## src/rtl/lifo.sv

```systemverilog
// Register-array LIFO stack with a registered pop output.
// Push and pop together on a non-empty stack replace the top entry.
module lifo #(
    parameter int DEPTH = 8,
    parameter int WIDTH = 8
) (
    input  logic                       clk,
    input  logic                       reset,
    input  logic                       push,
    input  logic                       pop,
    input  logic [WIDTH-1:0]           data_in,
    output logic [WIDTH-1:0]           data_out,
    output logic                       full,
    output logic                       empty,
    output logic [$clog2(DEPTH):0]     count
);

    localparam int AW = $clog2(DEPTH);
    localparam logic [AW:0] FULL_N = (AW+1)'(DEPTH);
    localparam logic [AW:0] ONE_S = (AW+1)'(1);
    localparam logic [AW-1:0] ONE_A = AW'(1);

    logic [WIDTH-1:0] mem [DEPTH];
    logic [AW:0]      sp;
    logic [AW-1:0]    top;

    // Low bits of sp-1 wrap to DEPTH-1 when the stack is full.
    assign top   = sp[AW-1:0] - ONE_A;
    assign full  = (sp == FULL_N);
    assign empty = (sp == '0);
    assign count = sp;

    always_ff @(posedge clk or negedge reset) begin
        if (!reset) begin
            sp       <= '0;
            data_out <= '0;
        end else if (pop && !empty) begin
            data_out <= mem[top];
            if (!push) begin
                sp <= sp - ONE_S;
            end
        end else if (push && !full) begin
            sp <= sp + ONE_S;
        end
    end

    // Contents are deliberately left uncleared by reset.
    always_ff @(posedge clk) begin
        if (reset && push) begin
            if (pop && !empty) begin
                mem[top] <= data_in;
            end else if (!full) begin
                mem[sp[AW-1:0]] <= data_in;
            end
        end
    end

endmodule

```

## config.mk

```make
export PLATFORM = sky130hd
export DESIGN_NAME = lifo
export DESIGN_NICKNAME = d
export VERILOG_FILES = /design/src/rtl/lifo.sv
export SDC_FILE = /design/constraint.sdc
export NUM_CORES = 1
export LEC_CHECK = 0
export BUFFER_PORTS_ARGS = -buffer_cell sky130_fd_sc_hd__buf_2
export CORE_MARGIN = 2
export CORE_UTILIZATION = 48
export DETAILED_ROUTE_END_ITERATION = 10
export GPL_TIMING_DRIVEN = 1
export PLACE_DENSITY = 0.69
export SYNTH_ARGS = -nofsm -noshare
export SYNTH_HDL_FRONTEND = slang
export SYNTH_SLANG_ARGS = --single-unit
```

## constraint.sdc

```tcl
create_clock -name clk -period 2.6 [get_ports clk]
set_input_delay 0.26 -clock clk [delete_from_list [all_inputs] [get_ports clk]]
set_output_delay 0.26 -clock clk [all_outputs]
set_load 0.01 [all_outputs]
```

Word level (Yosys, flattened, before mapping)
Memory sizes are Yosys's and may differ from the RTL's. A register that Yosys moved wholly into a read port is not among the register bits.
Index checks and enable logic that the tools add are counted.
Storage, ports and cells
  bits in registers: 4
  latch bits: 0
  memory bits (writable): 64
  memory bits (read-only): 0
  input bits: 12
  output and inout bits: 14
  word-level logic and storage cells: 30
  memories kept: 1
Memory list
  mem: words 8, bits a word 8, read ports 1, clocked after Yosys merged registers in 1, write ports 1, line 23  | logic [WIDTH-1:0] mem [DEPTH];
Operators by class
  add/subtract/negate cells: 3
  multipliers: 0
  div/mod/pow operators: 0
  order comparisons: 0
  eq/ne operators: 2
  shift-type cells: 0
  muxes and demuxes: 13
  bitwise operators: 0
  reductions and logical operators: 10
Operators with widths (count)
  $mux W4: 3
  $mux W1: 8
  $mux W8: 1
  $reduce_or A8 Y1: 1
  $add A4 B1 Y4 const B: 1
  $eq A4 B4 Y1 const B: 1
  $logic_not A4 Y1: 1
  $sub A4 B1 Y4 const B: 1
  $logic_and A1 B1 Y1: 3
  $logic_not A1 Y1: 3
  $mux W3: 1
  $sub A3 B1 Y3 const B: 1
  $ne A2 B2 Y1 const B: 1
  $reduce_and A2 Y1: 1
  $reduce_bool A2 Y1: 1

Longest topological paths before layout
  word-level depth: 8
  mapped depth: 13
  gate-level depth less buffers: 10

Worst setup path before layout
Ideal clock, no wire load.
  path kind: reg2reg
  from: reg sp[0], in the netlist count[0]
  to: reg sp[3], in the netlist count[3]
  setup time: 0.123 ns
  data arrival time: 2.664 ns
  required time: 2.477 ns
  path slack: -0.186 ns
  cell stages (with the launch flop): 14
  period minus slack after synthesis: 2.786 ns
  path through: dfrtp_1 > buf_2 > inv_2 > ha_1 > nand2b_1 > buf_6 > o21ai_4 > buf_2 > inv_2 > ha_1 > a21oi_1 > a211oi_1 > and4bb_1 > xor2_1
Between the ends
  cells in the longest elaborated chain, start to end: 5
  elaborated cells on any way between the ends: 14
Ends and longest elaborated chain
  from (decl): line 24  | logic [AW:0] sp;
  from (signal assigned): line 40  | sp <= sp - ONE_S;
  from (signal assigned): line 43  | sp <= sp + ONE_S;
  branches (longest 5 deep; another with $add A4 B1 Y4)
Several ways; the timed one is not identified. The select of a mux whose other input is x is not followed.
A chain may end at the register's enable or synchronous reset.

Worst setup path in the final report
  from: reg sp[1], in the netlist count[1]
  to: reg sp[3], in the netlist count[3]
Same word-level chain as after synthesis.

==> impl_results.md <==
* Status: finished, final reports clean
* Req. time, crit path at 2.82 ns
* Number of global-route vias before repair at 1932
* Clk_skew at 0.009499 ns
* CP max FO at 7
* Via count at 1883
* Worst Setup Start Kind: register
* Power Total at 4431 uW
* Die X at 87.21 microns
* Least-Margin Pin Slew at 0.4063 ns
* Period utilization at 87.42%
* Max-cap viol count at 0
* Top post-synthesis cells by count: edfxtp_1 (64), mux2_2 (32), o22ai_1 (16)
* Worst R2R Start: count[1]
* Number of core rows at 30
* Non-filler cells, final at 336
* Layout Area Growth over Synthesis at 13.93%
* Number of synthesized register bits at 76
* Simple-gate share of the synthesized area at 5.535%
* Yosys top cell area share at 57.83%
* Pwr Density at 1170 mW/mm^2
* Syn Inst Count at 208
* Clock share of power at 17.4%
* Sink Count at 76
* Post-Route WL at 6.531 mm
* Syn_nets at 224
* Synth Area in Adders at 1.732%
* Share of cells above drive strength 1 at 39.84%
* Initial DRC count at 81
* Worst min path class: primary input to register
* Sequential Power Share at 36.8%
* Hold bufs inserted after CTS at 1
* Avg Inst Size Synth at 15.98 sq um
* GRT Util Overall at 18.84%
* I/O pin total at 26
* Core area at 0.006756 sq mm
* Root Buffer Master: clkbuf_8
* WS Path Type: register to register
* Skew-Pair Late Insertion Delay at 0.34 ns
* RSZ-0062 raised after global routing: no
* Synth Cell Area at 0.003323 sq mm
* Main area contributors after synthesis: edfxtp_1 (58%), mux2_2 (11%), dfrtp_1 (9.0%)
* Period minus WS final at 2.273 ns
* Fmax at 440.0 MHz
* Final Max Tran Viols at 0
* Largest net degree at the start of global routing at 31
* Total Neg Setup Slack at 0 ns
* Post-synth EDFFs at 64
* Die area at 0.007605 sq mm
* Gate power share at 45.8%
* I/O Buffers at 25
* CP endpoint kind: register
* Area share of xor/xnor cells in the synthesized design at 1.581%
* Min-delay src: data_in[0]
* FF/Latch Area at 0.002222 sq mm
* Yosys warnings at 0
* Total CTS buffers at 9
* First-pass GRT wire length at 10.07 mm
* Setup repair bufs after CTS at 0
* Post-DR vias/cell at 5.604
* # diodes at 0
* TritonCTS clock tree: done
* Drc violations at 0
* P_int at 2821 uW
* Critical Path AT at 2.50 ns
* Post-CTS Resized at 0
* ANT nets after route at 0
* Wire length per cell at 19.44 microns
* Sequential area share after synthesis at 66.87%
* Primary FF master, synth: edfxtp_1
* Static leakage at 0.001373 uW
* Mux cell area share after synthesis at 11.48%
* Synth cell types at 41
* Area occupied by multi-input gates at 0.001012 sq mm
* Clock Tree Buf Depth at 2
* Initial antenna violation count at 0
* Switch Pwr at 1610 uW
* Initial Util at 49.19%
* Synth area leader: edfxtp_1
* # nets final at 267
* Largest family of logic cells by synthesized area: multiplexers
* Clock Pin Slew Worst Setup and Hold Paths at 0.08 ns
* Final setup violation count at 0
* Count leader, synth: edfxtp_1
* First-pass detailed-route iteration total at 4
* Placed insts at 319
* Hold Fails Final Rpt at 0
* Grt total ovfl at 0
* Peak supply drop at 0.6220 mV
* Fill count at 555
* Slew HR at 72.85%
* H-tree depth at 3
* GP Congestion at 0.8033
* Post-DP HPWL at 4.321 mm
* Switching Fraction at 36.34%
* Async S/R FF share, synth at 15.79%
* CP Launch Point: count[1]
* Die Height at 87.21 microns
* Post-synthesis compound-gate area fraction at 9.752%
[layout by cell type, fill, tap and decap left out, types with 2 or more instances in the layout]
cell       count
a2111oi_2      3
a21oi_1        2
a31oi_1        3
buf_2         25
buf_4         17
clkbuf_8       9
clkinv_2       3
dfrtp_1       12
edfxtp_1      64
ha_1           2
inv_1          3
mux2_2        32
nand2_1       13
nor2_1         7
o22ai_1       16
o31ai_1        8
xnor2_1        3
xor2_1         3
[critical path, stage by stage, from the launching register on]
cell and delay (ns):
dfrtp_1 0.46, inv_1 0.13, ha_4 0.18, nand2b_1 0.12, o21ai_4 0.18, inv_2 0.05, ha_1 0.32, a21oi_1 0.10
a211oi_1 0.24, and4bb_1 0.24, xor2_1 0.14
[sequential cells by signal (all words and copies together), names as in the netlist]
register	flops
mem	64
data_out	8
count	4
[routing by layer]
metal  share of wire, %  track usage, %  up-vias
li1                   -               -      903
met1                 43           22.59      923
met2                 51           32.62       48
met3                4.4           4.455        9
met4                1.4           7.832        0
met5                  0               0        -
[final cells by class]
cell class | count | area share, %
flip-flops and latches | 76 | 58.69
multi-input cells | 116 | 26.73
repair buffers | 43 | 6.940
clock buffers | 10 | 3.371
well taps | 80 | 2.644
clock inverters | 6 | 1.058
inverters | 5 | 0.5618
[kinds of logic (layout without fill, tap and decap cells)]
family	after synthesis	after routing
xor gates and xnor gates	6	6
DFF	76	76
adders and majority gates	4	4
muxes	34	34
AOI/OAI and AO/OA	40	40
buffers and inverters	16	64
and+or+nand+nor	32	32
[power by group through the flow]
stage | logic, uW | registers [uW] | clock network [uW]
after CTS | 2060 | 1630 | 789
after global placement | 2020 | 1650 | 0
final | 2030 | 1630 | 772
after global routing | 2200 | 1650 | 833
after detailed placement | 2050 | 1660 | 0
after floorplan | 1510 | 1670 | 0
[through the flow]
| step | hold slack, ns | utilization, % | cell area (sq um) | setup WS [ns] |
|---|---|---|---|---|
| after floorplan | -0.03559 | - | 3344 | 0.01026 |
| after global placement | 0.2341 | 53.41 | 3608 | 0.3884 |
| after detailed placement | 0.2360 | 53.41 | 3608 | 0.3436 |
| after CTS | 0.1617 | 56.04 | 3786 | 0.3240 |
| after global routing | 0.1698 | 56.04 | 3786 | 0.1913 |
| final | 0.1896 | 56.04 | 3786 | 0.3272 |
[final timing paths]
path | slack, ns | to | cells after the start
worst max-delay path | 0.33 | count[3] | 10
worst min-delay path | 0.19 | mem[0][0] | 1
worst max register to register | 0.33 | count[3] | 10
worst min register to register | 0.48 | data_out[7] | 2
max in group asynchronous | 2.03 | data_out[5] | 3
min in group asynchronous | 0.39 | count[2] | 3
Power figures use the tool's default switching activity.
